==> src/rtl/pc_fetch_ctrl.sv <==
// Fetch sequencer between pc_adder, instruction memory and decode.
// It runs the boot delay, issues imem reads, loads the IF/ID register, and handles redirects and stalls.
module pc_fetch_ctrl #(
  parameter logic [31:0] TRAP_VEC   = 32'h0000_0100,
  parameter int          BOOT_DELAY = 2
) (
  input  logic        clk,
  input  logic        reset,
  input  logic [31:0] pc_in,
  input  logic        br_taken,
  input  logic [31:0] br_offset,
  input  logic        trap_req,
  input  logic        id_stall,
  input  logic        imem_ready,
  input  logic [31:0] imem_rdata,
  output logic        imem_req,
  output logic [31:0] imem_addr,
  output logic        pc_stop,
  output logic        jump_start,
  output logic [31:0] pc_jump,
  output logic        if_valid,
  output logic [31:0] if_instr,
  output logic [31:0] if_pc
);

  localparam logic [1:0] ST_BOOT = 2'd0;
  localparam logic [1:0] ST_REQ  = 2'd1;
  localparam logic [1:0] ST_HOLD = 2'd2;
  localparam logic [1:0] ST_DROP = 2'd3;

  localparam logic [15:0] BOOT_INIT = 16'(BOOT_DELAY);

  logic [1:0]  state_r;
  logic [15:0] cnt_r;
  logic [31:0] hold_r;
  logic        redir_s;
  logic        free_s;
  logic        outstanding_s;

  // Redirects are ignored while booting; trap outranks branch.
  assign redir_s       = (state_r != ST_BOOT) && (trap_req || br_taken);
  assign free_s        = !if_valid || !id_stall;
  assign outstanding_s = (state_r == ST_REQ) || (state_r == ST_DROP);
  assign imem_addr     = pc_in;

  // pc_adder control and the imem request strobe
  always_comb begin
    pc_stop    = 1'b1;
    jump_start = 1'b0;
    pc_jump    = 32'd0;
    imem_req   = (state_r == ST_REQ);
    if (redir_s) begin
      pc_stop    = 1'b0;
      jump_start = 1'b1;
      if (trap_req) begin
        pc_jump = TRAP_VEC - pc_in;
      end else begin
        pc_jump = br_offset;
      end
    end else begin
      case (state_r)
        ST_REQ: begin
          if (imem_ready && free_s) begin
            pc_stop = 1'b0;
          end else begin
            pc_stop = 1'b1;
          end
        end
        ST_HOLD: begin
          if (!id_stall) begin
            pc_stop = 1'b0;
          end else begin
            pc_stop = 1'b1;
          end
        end
        default: pc_stop = 1'b1;
      endcase
    end
  end

  // Sequencer state, boot counter, hold buffer and the IF/ID register
  always_ff @(posedge clk or posedge reset) begin
    if (reset) begin
      state_r  <= ST_BOOT;
      cnt_r    <= BOOT_INIT;
      hold_r   <= 32'd0;
      if_valid <= 1'b0;
      if_instr <= 32'd0;
      if_pc    <= 32'd0;
    end else if (redir_s) begin
      // Any data returning with the redirect is discarded.
      if_valid <= 1'b0;
      hold_r   <= 32'd0;
      if (outstanding_s && !imem_ready) begin
        state_r <= ST_DROP;
      end else begin
        state_r <= ST_REQ;
      end
    end else begin
      case (state_r)
        ST_BOOT: begin
          cnt_r <= cnt_r - 16'd1;
          if (cnt_r <= 16'd1) begin
            state_r <= ST_REQ;
          end else begin
            state_r <= ST_BOOT;
          end
        end
        ST_REQ: begin
          if (imem_ready && free_s) begin
            if_instr <= imem_rdata;
            if_pc    <= pc_in;
            if_valid <= 1'b1;
          end else if (imem_ready) begin
            hold_r  <= imem_rdata;
            state_r <= ST_HOLD;
          end else if (!id_stall) begin
            if_valid <= 1'b0;
          end else begin
            state_r <= ST_REQ;
          end
        end
        ST_HOLD: begin
          if (!id_stall) begin
            if_instr <= hold_r;
            if_pc    <= pc_in;
            if_valid <= 1'b1;
            state_r  <= ST_REQ;
          end else begin
            state_r <= ST_HOLD;
          end
        end
        ST_DROP: begin
          if (imem_ready) begin
            state_r <= ST_REQ;
          end else begin
            state_r <= ST_DROP;
          end
        end
        default: state_r <= ST_BOOT;
      endcase
    end
  end

endmodule

==> config.mk <==
export PLATFORM = sky130hd
export DESIGN_NAME = pc_fetch_ctrl
export DESIGN_NICKNAME = d
export VERILOG_FILES = /design/src/rtl/pc_fetch_ctrl.sv
export SDC_FILE = /design/constraint.sdc
export NUM_CORES = 1
export LEC_CHECK = 0
export BUFFER_PORTS_ARGS = -buffer_cell sky130_fd_sc_hd__clkbuf_2
export CAP_MARGIN = 5
export CORE_ASPECT_RATIO = 1.1
export CORE_MARGIN = 2
export CORE_UTILIZATION = 30
export CTS_BUF_LIST = sky130_fd_sc_hd__clkbuf_8
export CTS_CLUSTER_DIAMETER = 100
export DETAILED_ROUTE_END_ITERATION = 7
export SLEW_MARGIN = 20
export SYNTH_ARGS = -nofsm -noshare
export SYNTH_HDL_FRONTEND = slang
export SYNTH_SLANG_ARGS = --single-unit
==> constraint.sdc <==
create_clock -name clk -period 8.55 [get_ports clk]
set_input_delay 0.4275 -clock clk [delete_from_list [all_inputs] [get_ports clk]]
set_output_delay 0.4275 -clock clk [all_outputs]
set_load 0.01 [all_outputs]
==> impl_metrics.toml <==
[critical_path]
cp-start-kind = "flip-flop"
cp-end-kind = "output pin"
cp_data_arrival_time_ns = 3.39
cp_data_required_time_ns = 8.12
setup.worst_path.start = "state_r[0]"
reg2reg_slack_ns = 5.10
reg2reg_from = "state_r[0]"
crit_type = "flip-flop to output pin"
setup.worst_path.end = "pc_jump[18]"
rr_worst_depth = 7
r2r-end = "if_pc[19]"
cp_max_fo = 47

[timing]
fin_ws_ns = 4.74
rsz0062_at_grt = "false"
relSlewSlack_pct = 36.5
fin_crit_sh_pct = 44.6
maxSlewViolCount = 0
clock.fmax_mhz = 262
min_period_ns = 3.81
finalSetupTns_ns = 0
fin_skew_ns = 0.00875
whs_ns = 0.0601
final_hold_viol_count = 0
max_slew.worst_pin.slew_ns = 0.952
finalSetupViolations = 0

[placed_design]
preCtsSetupSlack_ns = 5.03
dp_hpwl_um = 13700
gp_congestion = 0.814
dp.cells = 1104
io_buffer_count = 233

[global_routing]
grt_pass1_wl_um = 30200
grt-ovfl-total = 0
use_met1_pct = 21.4
grt.busiest_layer = "met2"
antenna_found_initial = 0
gr-usage-met3_pct = 5.13
use_met2_pct = 28.9
grt_pass1_vias = 5553
grt_max_degree = 71
grt_usage_pct = 17.4

[die]
std_cell_rows = 55
io_pins = 234
die_width_um = 142
initial_core_util_pct = 30.6
die_area_um2 = 22200
fp.dieH_um = 156
fp.coreArea_um2 = 20600

[drt]
wl_per_cell_um = 16.9
vias = 5706
wl_um = 19200
drc = 0
drtPass1Iterations = 6
first_iter_violations = 251
final_antenna_net_count = 0
avgViaCountPerCell = 5.02

[synth]
yosysWarnings = 0
ys_top_cells_by_count = "127 x nand2_1, 114 x dfrtp_1, 43 x a21oi_1"
synth_cell_types = 54
postSynthAreaPerCell_um2 = 9.29
synth_nets = 790
syn_inst = 680
netlist_area_um2 = 6310
yosysMostFrequentCell = "nand2_1"
synth_edf_count = 0
yosysTopAreaCell = "dfrtp_1"
synthTopCellsByArea = "dfrtp_1 45%, nand2_1 7.5%, mux2i_1 5.4%"
synth_top_area_share_pct = 45.2
ys_seq_area_share_pct = 45.6
synth_async_sr_flop_share_pct = 100
ys_seq_elements = 115
synthFlopType = "dfrtp_1"

[cts]
htreeDepth = 4
cts_sinks = 115
cts-root-buf = "clkbuf_8"
cts_buffer_depth = 2
tritoncts = "yes"
clock_latency_ns = 0.43
cts.clk_slew.worst_paths_ns = 0.07
cts-resized-gates = 0
hold_buffers = 0
cts_setup_buffers = 0
numCtsBuffers = 17

[run]
maxCapViolations = 0

[layout]
nFillCells = 2109
drive_above_1_share_pct = 32.3
n_antenna_cell = 0
seq_area_um2 = 2880
syn_to_final_growth_pct = 24.2
layout.cells.non_filler = 1136
multi_input_area_um2 = 3000
num-nets-final = 977

[power]
ir_drop_v = 0.0000977
p_leak_nw = 3.62
powerDensity_nw_per_um2 = 270

[run_status]
status = "completed"

[hold_path]
hold_class = "primary input to async pin"
==> cells by family after synthesis <==
group / count (synthesis) / synth area share (%)
AND/OR/NAND/NOR: 252 / 19.2
AO/OA/AOI/OAI: 136 / 13.2
flip-flops: 115 / 45.6
buffers and inverters: 88 / 7.33
multiplexers: 63 / 10.6
XOR/XNOR: 18 / 2.50
adder cells (fa/ha/maj): 8 / 1.59
==> how the worst min path moves through the flow <==
stage | slack (ns) | cells after the start | startpoint | to
floorplan | 0.44 | 1 | cnt_r[11] | cnt_r[11]
global placement | 0.46 | 1 | cnt_r[11] | cnt_r[11]
detailed placement | 0.46 | 1 | cnt_r[14] | cnt_r[14]
CTS | 0.04 | 2 | reset | if_instr[18]
global route | 0.08 | 2 | reset | if_instr[18]
finish | 0.06 | 2 | reset | if_instr[18]
==> metal layers <==
| layer | vias to the layer above | part of all wire [%] |
|---|---|---|
| li1 | 2757 | - |
| met1 | 2669 | 43 |
| met2 | 247 | 47 |
| met3 | 33 | 7.5 |
| met4 | 0 | 3.0 |
| met5 | - | 0 |
==> cells in the final DEF, fill, tap and decap left out, types with 11 or more instances in the layout <==
master and count:
or4_1 11, o31ai_1 13, inv_1 14, nand2_1 127, clkbuf_8 17, mux2i_1 34, clkbuf_2 233, or3_1 11
nor4_1 18, o21ai_0 29, a21oi_1 43, dfrtp_1 114, o21ai_1 20, nor2_1 17, nand3_1 30, mux2_1 29
==> power by group <==
part | internal, mW | leakage [nW] | switching (mW)
Sequential | 0.733 | 1.47 | 0.117
Clock | 0.226 | 0.172 | 0.240
Combinational | 0.328 | 1.98 | 0.475
Total | 1.29 | 3.62 | 0.832
==> registers in the layout, summed over array words and instances, names as in the netlist <==
register and flops:
if_valid 1, state_r 2, hold_r 32, if_pc 32
cnt_r 16, if_instr 32
==> critical path: stages, from the launching register on <==
cell      delay [ns]
dfrtp_1         0.38
inv_1           0.10
ha_1            0.40
o21bai_2        0.50
inv_2           0.26
buf_4           0.50
nand3_1         0.12
or4_1           0.41
nand3_1         0.13
clkbuf_2        0.15
==> final cells by class <==
cell class,count,area share [%]
Clock buffer,17,2.98
Timing Repair Buffer,241,15.6
Sequential cell,115,36.7
Clock inverter,15,1.53
Multi-Input combinational cell,477,38.3
Tap cell,256,4.09
Inverter,15,0.750
==> per-stage QoR <==
| step | total power [mW] | cell area (um2) | util, % |
|---|---|---|---|
| after global placement | 1.66 | 7490 | 36.3 |
| final | 2.12 | 7840 | 38.0 |
| after global routing | 2.29 | 7840 | 38.0 |
| after detailed placement | 1.68 | 7490 | 36.3 |
| after floorplan | 1.33 | 6310 | - |
| after CTS | 2.16 | 7840 | 38.0 |
Power figures use the tool's default switching activity.
